### config.mk
export PLATFORM = sky130hd
export DESIGN_NAME = counter_cmd_arbiter
export DESIGN_NICKNAME = d
export VERILOG_FILES = /design/src/rtl/counter_cmd_arbiter.sv
export SDC_FILE = /design/constraint.sdc
export NUM_CORES = 1
export LEC_CHECK = 0
export ABC_AREA = 1
export BUFFER_PORTS_ARGS = -buffer_cell sky130_fd_sc_hd__buf_2
export CAP_MARGIN = 30
export CORE_AREA = 4 4 41 43
export CTS_CLUSTER_SIZE = 28
export DETAILED_ROUTE_END_ITERATION = 7
export DIE_AREA = 0 0 45 47
export PLACE_DENSITY = 0.79
export SYNTH_ARGS = -nofsm -noshare
export SYNTH_HDL_FRONTEND = slang
export SYNTH_SLANG_ARGS = --single-unit
### constraint.sdc
create_clock -name clk -period 1.2 [get_ports clk]
set_clock_uncertainty 0.05 [all_clocks]
set_input_delay 0.06 -clock clk [delete_from_list [all_inputs] [get_ports clk]]
set_output_delay 0.06 -clock clk [all_outputs]
set_load 0.01 [all_outputs]
### src/rtl/counter_cmd_arbiter.sv
// Button-to-strobe command arbiter for the up/down counter: edge detection, group arbitration, saturation.
// Optional auto-repeat of a held direction button is enabled by defining COUNTER_CMD_AUTO_REPEAT_EN.
module counter_cmd_arbiter #(
  parameter int unsigned WIDTH         = 8,
  parameter int unsigned MAX_VAL       = 255,
  parameter int unsigned MIN_VAL       = 0,
  parameter int unsigned LOAD_VAL      = 22,
  parameter int unsigned HOLD_CYCLES   = 50000000,
  parameter int unsigned REPEAT_CYCLES = 10000000
) (
  input  logic             clk,
  input  logic             reset,
  input  logic [4:0]       buttons,
  input  logic [WIDTH-1:0] cur_value,
  output logic             inc,
  output logic             dec,
  output logic             load,
  output logic [WIDTH-1:0] load_value,
  output logic             sat,
  output logic [1:0]       state_dbg
);

  typedef enum logic [1:0] {
    IDLE     = 2'd0,
    HOLD     = 2'd1,
    REPEAT   = 2'd2,
    WAIT_REL = 2'd3
  } state_t;

  localparam logic [WIDTH-1:0] MAX_W = WIDTH'(MAX_VAL);
  localparam logic [WIDTH-1:0] MIN_W = WIDTH'(MIN_VAL);

  if (HOLD_CYCLES < 1 || REPEAT_CYCLES < 1) begin : g_bad_timing
    $error("HOLD_CYCLES and REPEAT_CYCLES must be at least 1");
  end

  state_t     state;
  logic [4:0] btn_q;
  logic       up, dn, ld;
  logic       up_rise, dn_rise, ld_rise;
  logic       inc_ok, dec_ok;

  always_comb begin
    up      = buttons[0] | buttons[3];
    dn      = buttons[1] | buttons[2];
    ld      = buttons[4];
    up_rise = up & ~(btn_q[0] | btn_q[3]);
    dn_rise = dn & ~(btn_q[1] | btn_q[2]);
    ld_rise = ld & ~btn_q[4];
    inc_ok  = cur_value < MAX_W;
    dec_ok  = cur_value > MIN_W;
  end

  assign load_value = WIDTH'(LOAD_VAL);
  assign state_dbg  = state;

`ifdef COUNTER_CMD_AUTO_REPEAT_EN
  localparam int unsigned TMAX = (HOLD_CYCLES > REPEAT_CYCLES) ? HOLD_CYCLES : REPEAT_CYCLES;
  localparam int unsigned TW   = (TMAX > 1) ? $clog2(TMAX) : 1;

  logic [TW-1:0] timer;
  logic          owner_up;
  logic          owner_level;

  assign owner_level = owner_up ? up : dn;

  always_ff @(posedge clk or negedge reset) begin
    if (!reset) begin
      state    <= IDLE;
      btn_q    <= '1;
      timer    <= '0;
      owner_up <= 1'b0;
      inc      <= 1'b0;
      dec      <= 1'b0;
      load     <= 1'b0;
      sat      <= 1'b0;
    end else begin
      btn_q <= buttons;
      inc   <= 1'b0;
      dec   <= 1'b0;
      load  <= 1'b0;
      sat   <= 1'b0;
      unique case (state)
        IDLE: begin
          if (ld_rise) begin
            load  <= 1'b1;
            state <= WAIT_REL;
          end else if (up_rise && dn_rise) begin
            state <= WAIT_REL;
          end else if (up_rise) begin
            inc      <= inc_ok;
            sat      <= ~inc_ok;
            owner_up <= 1'b1;
            timer    <= '0;
            state    <= HOLD;
          end else if (dn_rise) begin
            dec      <= dec_ok;
            sat      <= ~dec_ok;
            owner_up <= 1'b0;
            timer    <= '0;
            state    <= HOLD;
          end
        end
        HOLD, REPEAT: begin
          // Release beats preemption; opposite-group activity is ignored here.
          if (!owner_level) begin
            state <= (buttons == '0) ? IDLE : WAIT_REL;
          end else if (ld_rise) begin
            load  <= 1'b1;
            state <= WAIT_REL;
          end else if ((state == HOLD   && timer == TW'(HOLD_CYCLES - 1)) ||
                       (state == REPEAT && timer == TW'(REPEAT_CYCLES - 1))) begin
            inc   <= owner_up & inc_ok;
            dec   <= ~owner_up & dec_ok;
            sat   <= owner_up ? ~inc_ok : ~dec_ok;
            timer <= '0;
            state <= REPEAT;
          end else begin
            timer <= timer + 1'b1;
          end
        end
        WAIT_REL: begin
          if (buttons == '0) state <= IDLE;
        end
        default: state <= IDLE;
      endcase
    end
  end
`else
  always_ff @(posedge clk or negedge reset) begin
    if (!reset) begin
      state <= IDLE;
      btn_q <= '1;
      inc   <= 1'b0;
      dec   <= 1'b0;
      load  <= 1'b0;
      sat   <= 1'b0;
    end else begin
      btn_q <= buttons;
      inc   <= 1'b0;
      dec   <= 1'b0;
      load  <= 1'b0;
      sat   <= 1'b0;
      unique case (state)
        IDLE: begin
          if (ld_rise) begin
            load  <= 1'b1;
            state <= WAIT_REL;
          end else if (up_rise && dn_rise) begin
            state <= WAIT_REL;
          end else if (up_rise) begin
            inc   <= inc_ok;
            sat   <= ~inc_ok;
            state <= WAIT_REL;
          end else if (dn_rise) begin
            dec   <= dec_ok;
            sat   <= ~dec_ok;
            state <= WAIT_REL;
          end
        end
        WAIT_REL: begin
          if (buttons == '0) state <= IDLE;
        end
        default: state <= IDLE;
      endcase
    end
  end
`endif

endmodule

Word-level counts from Yosys, hierarchy flattened --
Index checks and enable logic that the tools add are counted.
Word-level totals: register bits after elaboration 11, bits in latches 0, RAM bits 0, ROM bits 0, input bits 15, output and inout bits 14, memories 0
Operators by class: add/subtract/negate cells 0, $mul 0, divide/modulo/power cells 0, $lt $le $gt $ge 2, eq/ne operators 3, shift operators 0, multiplexer cells 22, bitwise operators 12, reduce and logical (&&, ||, !) cells 4
Operators by type and width (number):
- 1-bit 2-to-1 mux | 16
- 2-bit 2-to-1 mux | 5
- 8-bit by 1-bit greater-than comparator with 1-bit output, second input constant | 1
- 8-bit < comparator, second input constant | 1
- 5-bit zero test | 1
- 5-bit != test, second input constant | 1
- 1-bit NOT | 5
- 1-bit OR | 4
- 2-bit case mux with 2 select lines | 1
- 1-bit bitwise AND | 3
- 2-bit equality test, second input constant | 1
- 2-bit zero test | 1
- 2-bit != test, second input constant | 1
- 2-bit AND reduction | 1
- 1-bit logical AND | 1

Depth between registers and ports, before layout --
Gate-level depths: netlist (run 1).
depth in word-level cells 8, gate-level depth with buffers 7

Least setup slack after synthesis (run 1) --
Ideal clock, no wire load.
path type register to register, from reg btn_q[4], to reg state[0], in the netlist state_dbg[0], arrival time 881 ps, data required time 1030 ps, slack 149 ps, stages on the path, launching flop included 6, path buffers 0, clock period less this slack 1051 ps, path through dfstp_2 > nor2_1 > nor2_2 > nand2_2 > o21ai_0 > inv_1
On the way: word-level cells in the longest chain between the ends 4, elaborated cells between the ends (all ways) 6, classes of those cells eq/ne (1); mux (2); bitwise (2); reduce/logical (1)
Ends and longest elaborated chain:
- start, declared | RTL line 38 | logic [4:0] btn_q;
- start signal, assigned | RTL line 139 | btn_q <= buttons;
- 1-bit NOT * | RTL line 49 | ld_rise = ld & ~btn_q[4];
- 1-bit bitwise AND * | RTL line 49
- 5-bit != test (no line) or 2-bit 2-to-1 mux (tied branches)
- 2-bit AND reduction (no line) or 2-bit case mux with 2 select lines (tied branches)
- end signal, assigned | RTL line 132 | state <= IDLE;
- end signal, assigned | RTL line 148 | state <= WAIT_REL;
- end signal, assigned | RTL line 150 | state <= WAIT_REL;
- end, declared | RTL line 37 | state_t state;
Every way passes the cells marked *; elsewhere a longest branch is shown, timed or not. A chain may end at the register's enable or synchronous reset.

Worst setup path after layout (run 1) --
from in buttons[1], to reg sat
On the way: word-level cells in the longest chain between the ends 7, elaborated cells between the ends (all ways) 8, classes of those cells mux (5); bitwise (2); reduce/logical (1)
Ends and longest elaborated chain:
- start, declared | RTL line 13 | input logic [4:0] buttons,
- 1-bit OR * | RTL line 45 | dn = buttons[1] | buttons[2];
- 1-bit bitwise AND * | RTL line 48 | dn_rise = dn & ~(btn_q[1] | btn_q[2]);
- 1-bit 2-to-1 mux | RTL line 155 | end else if (dn_rise) begin
- 1-bit 2-to-1 mux | RTL line 151 | end else if (up_rise) begin
- 1-bit 2-to-1 mux * | RTL line 149 | end else if (up_rise && dn_rise) begin
- 1-bit 2-to-1 mux * | RTL line 146 | if (ld_rise) begin
- 1-bit 2-to-1 mux * | RTL line 144 | unique case (state)
- end signal, assigned | RTL line 153 | sat <= ~inc_ok;
- end signal, assigned | RTL line 157 | sat <= ~dec_ok;
- end, declared | RTL line 19 | output logic sat,
Marks and branches as above.

==> flow_metrics.env, run 1 <==
export IMPL_syn_area_per_cell_um2=8.40
export IMPL_initial_core_util_pct=38.1
export IMPL_critPathRequiredTime_ns=1.30
export IMPL_postLayoutSetupSlackWorst_ns=0.0944
export IMPL_drc=0
export IMPL_dr_first_iter_drc_count=2
export IMPL_leakage_nw=0.347
export IMPL_min_period_ns=1.11
export IMPL_power_total_mw=0.755
export IMPL_wl_mm=1.03
export IMPL_grt_pass1_vias=422
export IMPL_worstPathArrival_ns=1.21
export IMPL_num_rows=13
export IMPL_setup_tns_ns=0
export IMPL_cts_buffers=3
export IMPL_setup_viol=0
export IMPL_power_density_nw_per_um2=1120
export IMPL_regToRegSetupSlack_ns=0.11
export IMPL_num_vias=444
export IMPL_reg2reg_from="btn_q[4]"
export IMPL_period_share_pct=92.1
export IMPL_final_antenna_net_count=0
export IMPL_rsz0062_at_grt="no"
export IMPL_r2r_cells=5
export IMPL_antenna_found_initial=0
export IMPL_clk_latency_ns=0.26
export IMPL_hold_viol=0
export IMPL_wl_per_cell_um=10.2
export IMPL_drv_cap=0
export IMPL_dieHeight_um=47
export IMPL_drive_gt1_share_pct=39.5
export IMPL_area_delta_synth_final_pct=35.9
export IMPL_critPathCapture="sat"
export IMPL_dpl_cell_count=91
export IMPL_grt_max_degree=11
export IMPL_grt_overflow=0
export IMPL_drv_slew=0
export IMPL_firstDrtPassIters=4
export IMPL_r2r_end="state_dbg[0]"
export IMPL_critPathKind="primary input to flip-flop"
export IMPL_antennaDiodeCount=0
export IMPL_critPathMaxFanout=3
export IMPL_fin_cells=101
export IMPL_status="complete, no violations"
export IMPL_crit_slowest_cell="dlygate4sd3_1"
export IMPL_path_clk_slew_ns=0.07
export IMPL_setup_worst_path_start_class="primary input"
export IMPL_die_w_um=45
export IMPL_fmax_mhz=905
export IMPL_max_vdd_ir_drop_uv=409
export IMPL_synth_warning_count=0
export IMPL_cp_cell_sequence="dlygate4sd3_1 > buf_2 > o21ai_4 > inv_1 > a21oi_1 > nor2_1"
export IMPL_grt_pass1_wl_mm=1.53
export IMPL_place_area_um2=569
export IMPL_hold_path_class="primary input to async pin"
export IMPL_whs_ns=0.147
export IMPL_port_buffers=20
export IMPL_ys_seq_area_share_pct=51.8
export IMPL_crit_start="buttons[1]"
export IMPL_synth_area_um2=495
export IMPL_place_congestion=0.714
export IMPL_place_ws_ns=0.0612
export IMPL_nNetsFinal=102
export IMPL_clock_path_buffers=2
export IMPL_dp_hpwl_um=812
export IMPL_utilization_pct=51.7
export IMPL_critPathMaxStageDelay_ns=0.54
export IMPL_core_um2=1300
export IMPL_dieArea_um2=2120
export IMPL_ioPinCount=29
export IMPL_syn_inst=59
export IMPL_synth_seq_cells=10
export IMPL_viasPerCell=4.40
export IMPL_htreeDepth=1
export IMPL_root_buffer="clkbuf_4"
export IMPL_grt_usage_pct=10.5
export IMPL_cts_sinks=10
export IMPL_setup_worst_path_end_class="flip-flop"
export IMPL_synthDistinctLibCells=16
export IMPL_cts_tree="yes"
export IMPL_finalInstanceArea_um2=673
[worst min-delay path by stage]
stage | end | slack (ns)
2_1_floorplan | dec | -0.29
3_3_place_gp | load | -0.13
3_5_place_dp | state_dbg[0] | -0.12
4_1_cts | state_dbg[0] | 0.13
5_1_grt | state_dbg[0] | 0.18
6_report | state_dbg[0] | 0.15
[layout make-up]
cell class	count	area, um^2
flip-flops and latches	10	256
repair buffers	26	160
clock buffers	4	36.3
fillers	133	628
well taps	15	18.8
inverters	4	15.0
multi-input cells	42	186
[registers in the layout, indices dropped and copies added, names as in the netlist]
signal	flops
btn_q	5
dec	1
inc	1
load	1
sat	1
state_dbg	1
[routing by layer]
metal  wire length (um)  track usage, %  vias up
met3                114            3.45        2
met5                  0               0        -
met1                350            9.65      199
met4                 10            5.26        0
li1                   -               -      218
met2                554            20.3       25
[synth_stat cells, drive strengths merged]
cell type,instances,share of area (%)
a21oi,1,1.0
nand3,1,1.0
conb,2,1.5
dfrtp,5,25
inv,4,3.0
dfstp,5,27
nor3,3,3.0
nand2,12,10
buf,9,14
nor2,14,11
o21ai,3,3.8
[cell families after synthesis]
group | count (synthesis) | synth area share (%)
AO/OA/AOI/OAI | 4 | 4.80
flip-flops | 10 | 51.8
other | 2 | 1.52
buffers and inverters | 13 | 16.7
AND/OR/NAND/NOR | 30 | 25.3
[cell usage in the layout (no fill, tap or decap)]
| master | netlist | layout |
|---|---|---|
| buf_2 | 0 | 20 |
| nor2_1 | 13 | 13 |
| nand2_1 | 10 | 10 |
| conb_1 | 2 | 8 |
| dlygate4sd3_1 | 0 | 6 |
| dfstp_2 | 5 | 5 |
| dfrtp_1 | 5 | 5 |
| inv_1 | 3 | 3 |
| nor3_1 | 3 | 3 |
| clkbuf_4 | 0 | 3 |
| o21ai_1 | 1 | 2 |
| nand2_2 | 2 | 2 |
| inv_2 | 1 | 1 |
| nor2_2 | 1 | 1 |
| o21ai_4 | 0 | 1 |
| a21oi_1 | 1 | 1 |
| nand3_1 | 1 | 1 |
| clkbuf_8 | 0 | 1 |
[power breakdown]
part	total (mW)	internal [mW]	switching (mW)
clock network	0.292	0.184	0.108
registers	0.360	0.355	0.00464
logic	0.103	0.0447	0.0583
total	0.755	0.583	0.171
[worst max-delay path, delay by kind of cell]
| family | cells | cell delay [ns] |
|---|---|---|
| buffers and inverters | 3 | 0.75 |
| and+or+nand+nor | 1 | 0.06 |
| AOI/OAI and AO/OA | 2 | 0.33 |
[what timing repair did]
item,in CTS,in global routing
resized for setup,0,2
hold buffers,6,0
setup endpoints to repair,0,2
hold endpoints to repair,15,0
buffers inserted,0,0
No activity file was read; power rests on OpenSTA's default activity.
==> run 2: changes to the inputs <==
--- a/config.mk
+++ b/config.mk
@@ -8,11 +8,11 @@
 export ABC_AREA = 1
 export BUFFER_PORTS_ARGS = -buffer_cell sky130_fd_sc_hd__buf_2
 export CAP_MARGIN = 30
-export CORE_AREA = 4 4 41 43
+export CORE_MARGIN = 4
+export CORE_UTILIZATION = 36
 export CTS_CLUSTER_SIZE = 28
 export DETAILED_ROUTE_END_ITERATION = 7
-export DIE_AREA = 0 0 45 47
-export PLACE_DENSITY = 0.79
+export PLACE_DENSITY = 0.8
 export SYNTH_ARGS = -nofsm -noshare
 export SYNTH_HDL_FRONTEND = slang
 export SYNTH_SLANG_ARGS = --single-unit
==> constraint.sdc (replaced) <==
create_clock -name clk -period 1 [get_ports clk]
set_clock_uncertainty 0.05 [all_clocks]
set_input_delay 0.05 -clock clk [delete_from_list [all_inputs] [get_ports clk]]
set_output_delay 0.05 -clock clk [all_outputs]
set_load 0.01 [all_outputs]
==> flow_metrics.env, run 2 (same netlist as run 1, synthesis figures left out) <==
export IMPL_status="finished, violations left"
export IMPL_violations="setup timing"
export IMPL_utilization_pct=56.3
export IMPL_rsz0062_at_grt="yes"
export IMPL_critPathRequiredTime_ns=1.10
export IMPL_drc=0
export IMPL_dpl_cell_count=93
export IMPL_antennaDiodeCount=0
export IMPL_r2r_cells=5
export IMPL_most_common_layout_cells="buf_2, nor2_1, nand2_1"
export IMPL_power_share_clock_pct=32.8
export IMPL_dieArea_um2=2030
export IMPL_hold_viol=0
export IMPL_port_buffers=20
export IMPL_crit_start="btn_q[4]"
export IMPL_dieHeight_um=45.1
export IMPL_reg2reg_from="btn_q[4]"
export IMPL_place_congestion=0.705
export IMPL_dp_hpwl_um=767
export IMPL_critPathCapture="state_dbg[0]"
export IMPL_setup_viol=4
export IMPL_finalInstanceArea_um2=733
export IMPL_max_vdd_ir_drop_uv=383
export IMPL_place_ws_ns=-0.0982
export IMPL_cp_depth=5
export IMPL_cts_buffers=3
export IMPL_htreeDepth=1
export IMPL_crit_slowest_cell="dfstp_2"
export IMPL_wl_per_cell_um=10.7
export IMPL_grt_overflow=0
export IMPL_r2r_end="state_dbg[0]"
export IMPL_drv_cap=0
export IMPL_cp_cell_sequence="nor2_4 > nor2_4 > nand2_2 > o21ai_2 > inv_1"
export IMPL_intPower_mw=0.650
export IMPL_final_common_cell="buf_2"
export IMPL_seqPwrFrac_pct=50.0
export IMPL_grt_max_degree=11
export IMPL_power_density_nw_per_um2=1180
export IMPL_worstPathArrival_ns=1.23
export IMPL_viasPerCell=4.28
export IMPL_ioPinCount=29
export IMPL_place_area_um2=584
export IMPL_setup_worst_path_start_class="flip-flop"
export IMPL_num_rows=13
export IMPL_cts_sinks=10
export IMPL_cp_top_family="flip-flops"
export IMPL_core_um2=1300
export IMPL_grt_usage_pct=11.7
export IMPL_hold_path_class="primary input to flip-flop"
export IMPL_drv_slew=0
export IMPL_firstDrtPassIters=1
export IMPL_grt_pass1_wl_mm=1.66
export IMPL_drive_gt1_share_pct=47.8
export IMPL_fmax_mhz=884
export IMPL_critPathMaxStageDelay_ns=0.56
export IMPL_antenna_found_initial=0
export IMPL_critPathKind="flip-flop to flip-flop"
export IMPL_leakage_nw=0.368
export IMPL_root_buffer="clkbuf_4"
export IMPL_initial_core_util_pct=38.1
export IMPL_area_delta_synth_final_pct=48.0
export IMPL_path_clk_slew_ns=0.07
export IMPL_nNetsFinal=106
export IMPL_min_period_ns=1.13
export IMPL_setup_worst_path_end_class="flip-flop"
export IMPL_wl_mm=1.13
export IMPL_dr_first_iter_drc_count=0
export IMPL_power_total_mw=0.865
export IMPL_critPathBufInv=1
export IMPL_regMostFlops="btn_q"
export IMPL_fin_cells=105
export IMPL_period_share_pct=113
export IMPL_setup_tns_ns=-0.268
export IMPL_critPathMaxFanout=3
export IMPL_die_w_um=45.1
export IMPL_num_vias=449
export IMPL_grt_pass1_vias=427
export IMPL_cts_tree="yes"
export IMPL_cpMostUsedCell="nor2_4"
export IMPL_netSwitchingFraction_pct=24.9
export IMPL_clock_path_buffers=2
export IMPL_postLayoutSetupSlackWorst_ns=-0.131
export IMPL_whs_ns=0.0851
export IMPL_final_antenna_net_count=0
export IMPL_combPwrFrac_pct=17.2
export IMPL_largest_reg_flops=5
export IMPL_switchingPower_mw=0.216
export IMPL_clk_latency_ns=0.26
export IMPL_regToRegSetupSlack_ns=-0.13
==> run 2: cell count changes in the layout (fill, tap and decap cells not counted), sizes merged <==
cell | before | now
buf | 20 | 23
dlygate4sd3 | 6 | 7
==> run 2: metal layers <==
| metal | track usage, % | vias to the layer above | share of wire (%) |
|---|---|---|---|
| met4 | 8.77 | 0 | 0.44 |
| met3 | 2.79 | 2 | 11 |
| met2 | 21.2 | 22 | 55 |
| met1 | 11.0 | 200 | 34 |
| li1 | - | 225 | - |
| met5 | 0 | - | 0 |
==> run 2: timing repair <==
item | 4_1_cts | 5_1_grt
pin swaps | 2 | 5
setup endpoints to repair | 6 | 6
hold buffers | 7 | 0
hold endpoints to repair | 16 | 0
buffers inserted | 0 | 1
gates resized for setup | 1 | 11
==> run 2: power groups by stage <==
stage	combinational, mW	sequential [mW]	clock [mW]
2_1_floorplan	0.0712	0.440	0
3_3_place_gp	0.104	0.437	0
3_5_place_dp	0.107	0.438	0
4_1_cts	0.129	0.432	0.298
5_1_grt	0.165	0.434	0.315
6_report	0.149	0.433	0.283
==> run 2: area by class of cell <==
type / count / area (um^2)
tap: 15 / 18.8
clock buffer: 4 / 26.3
multi-input combinational: 42 / 208
sequential: 10 / 256
inverter: 4 / 15.0
timing repair buffer: 30 / 209
fill: 123 / 568
==> run 2: tightest hold or removal path: stages <==
cell and delay [ns]:
buf_2 0.10, o21ai_2 0.07, nand2_1 0.10, nor3_1 0.05
==> run 2: how the worst min path moves through the flow <==
stage / end / from / slack [ns] / cells after the start
floorplan: dec / reset / -0.30 / 0
global placement: load / reset / -0.14 / 1
detailed placement: dec / reset / -0.13 / 1
CTS: dec / buttons[3] / 0.06 / 4
global route: dec / buttons[3] / 0.09 / 4
finish: dec / buttons[3] / 0.09 / 4
==> run 3: changes to the inputs <==
--- a/config.mk
+++ b/config.mk
@@ -8,11 +8,15 @@
 export ABC_AREA = 1
 export BUFFER_PORTS_ARGS = -buffer_cell sky130_fd_sc_hd__buf_2
 export CAP_MARGIN = 30
+export CELL_PAD_IN_SITES_DETAIL_PLACEMENT = 2
+export CELL_PAD_IN_SITES_GLOBAL_PLACEMENT = 2
+export CORE_ASPECT_RATIO = 0.7
 export CORE_MARGIN = 4
-export CORE_UTILIZATION = 36
+export CORE_UTILIZATION = 19
 export CTS_CLUSTER_SIZE = 28
 export DETAILED_ROUTE_END_ITERATION = 7
-export PLACE_DENSITY = 0.8
+export PLACE_DENSITY = 0.79
 export SYNTH_ARGS = -nofsm -noshare
 export SYNTH_HDL_FRONTEND = slang
 export SYNTH_SLANG_ARGS = --single-unit
+export TNS_END_PERCENT = 50
==> flow_metrics.env, run 3 (same netlist as run 1, synthesis figures left out) <==
export IMPL_setup_worst_path_start_class="flip-flop"
export IMPL_die_w_um=69.0
export IMPL_place_ws_ns=-0.140
export IMPL_hold_path_class="primary input to flip-flop"
export IMPL_wl_mm=1.39
export IMPL_multi_input_area_um2=201
export IMPL_critPathBufInv=0
export IMPL_firstDrtPassIters=4
export IMPL_cp_top_family="flip-flops"
export IMPL_grt_pass1_vias=526
export IMPL_met3RoutedLength_um=77
export IMPL_port_buffers=20
export IMPL_initial_core_util_pct=20.0
export IMPL_regMostFlops="btn_q"
export IMPL_num_rows=15
export IMPL_root_buffer="clkbuf_8"
export IMPL_power_share_clock_pct=46.8
export IMPL_rsz0062_at_grt="yes"
export IMPL_status="finished, violations left"
export IMPL_leakage_nw=0.366
export IMPL_min_from="buttons[4]"
export IMPL_utilization_pct=30.1
export IMPL_critPathMaxStageDelay_ns=0.56
export IMPL_worstPathArrival_ns=1.27
export IMPL_violations="setup timing"
export IMPL_dieArea_um2=3500
export IMPL_cts_setup_buffers=0
export IMPL_wl_per_cell_um=11.4
export IMPL_ioPinCount=29
export IMPL_grt_pass1_wl_mm=2.46
export IMPL_drv_slew=0
export IMPL_setup_worst_path_end_class="flip-flop"
export IMPL_min_period_ns=1.15
export IMPL_path_clk_slew_ns=0.05
export IMPL_switchingPower_mw=0.245
export IMPL_htreeDepth=1
export IMPL_intPower_mw=0.833
export IMPL_core_um2=2480
export IMPL_seq_area_um2=256
export IMPL_critPathRequiredTime_ns=1.11
export IMPL_hold_viol=0
export IMPL_clock_path_buffers=2
export IMPL_grt_usage_pct=8.98
export IMPL_wl_met2_um=737
export IMPL_crit_start="btn_q[4]"
export IMPL_place_congestion=0.692
export IMPL_largest_reg_flops=5
export IMPL_drive_gt1_share_pct=46.6
export IMPL_critPathKind="flip-flop to flip-flop"
export IMPL_r2r_cells=6
export IMPL_netSwitchingFraction_pct=22.7
export IMPL_final_common_cell="buf_2"
export IMPL_top_layer_used="met4"
export IMPL_drv_cap=0
export IMPL_setup_tns_ns=-0.418
export IMPL_num_vias=449
export IMPL_cp_cell_sequence="nor2_4 > nor2_4 > nand2_2 > nand2_1 > nand2_1 > nor2_1"
export IMPL_cts_tree="yes"
export IMPL_power_density_nw_per_um2=1440
export IMPL_postLayoutSetupSlackWorst_ns=-0.155
export IMPL_dieHeight_um=50.7
export IMPL_min_path_cells=3
export IMPL_critPathMaxFanout=3
export IMPL_most_common_layout_cells="buf_2, nor2_1, nand2_1"
export IMPL_crit_slowest_cell="dfstp_2"
export IMPL_nNetsFinal=104
export IMPL_grt_max_degree=11
export IMPL_cts_buffers=3
export IMPL_fmax_mhz=866
export IMPL_seqPwrFrac_pct=40.3
export IMPL_cp_depth=6
export IMPL_max_vdd_ir_drop_uv=449
export IMPL_clk_latency_ns=0.23
export IMPL_viasPerCell=3.68
export IMPL_wirelength_met1_um=549
export IMPL_dp_hpwl_mm=1.07
export IMPL_fillers=305
export IMPL_cts_sinks=10
export IMPL_final_antenna_net_count=0
export IMPL_dr_first_iter_drc_count=15
export IMPL_period_share_pct=115
export IMPL_setup_viol=6
export IMPL_area_delta_synth_final_pct=50.5
export IMPL_grt_overflow=0
export IMPL_antennaDiodeCount=0
export IMPL_reg2reg_from="btn_q[4]"
export IMPL_antenna_found_initial=0
export IMPL_drc=0
export IMPL_combPwrFrac_pct=12.9
==> run 3: layout make-up <==
class | instances | area share [%]
flip-flops and latches | 10 | 34.4
multi-input cells | 42 | 27.0
repair buffers | 28 | 23.5
clock buffers | 4 | 7.38
well taps | 34 | 5.70
inverters | 4 | 2.01
==> run 3: stage by stage <==
step                cells  total power [mW]  hold WS, ns  instance area [um^2]
floorplan              65             0.511       -0.296                   518
global placement      112             0.543       -0.132                   608
detailed placement    112             0.551       -0.128                   608
CTS                   122              1.08       0.0178                   726
global route          122              1.14       0.0696                   746
finish                122              1.08       0.0491                   746
==> run 3: per-layer routing <==
metal	track usage, %	vias to the layer above
li1	-	220
met1	9.58	212
met2	15.5	13
met3	4.00	4
met4	3.90	0
met5	0	-
==> run 3: worst paths after layout <==
| kind | slack, ns | end |
|---|---|---|
| setup reg to reg | -0.15 | sat |
| hold reg to reg | 0.53 | dec |
| min in group asynchronous | 0.16 | state_dbg[0] |
| setup / recovery | -0.15 | sat |
| max in group asynchronous | 0.49 | btn_q[0] |
| hold / removal | 0.05 | load |
==> run 3: what timing repair did <==
action                                 CTS  global route
setup endpoints to repair                6             6
endpoints found under the hold margin   15             0
hold buffers                             6             0
pin swaps                                1             4
resized for setup                        1             6
==> run 3: worst reg2reg max path: cells and delay by family (launching register included) <==
family	cells	cell delay (ns)
flops	1	0.56
simple gates	6	0.47
==> run 3: power by group through the flow <==
stage / sequential (mW) / clock (mW) / combinational, mW
6_report: 0.434 / 0.504 / 0.139
5_1_grt: 0.436 / 0.550 / 0.157
4_1_cts: 0.433 / 0.518 / 0.132
3_5_place_dp: 0.438 / 0 / 0.113
3_3_place_gp: 0.437 / 0 / 0.107
2_1_floorplan: 0.440 / 0 / 0.0712
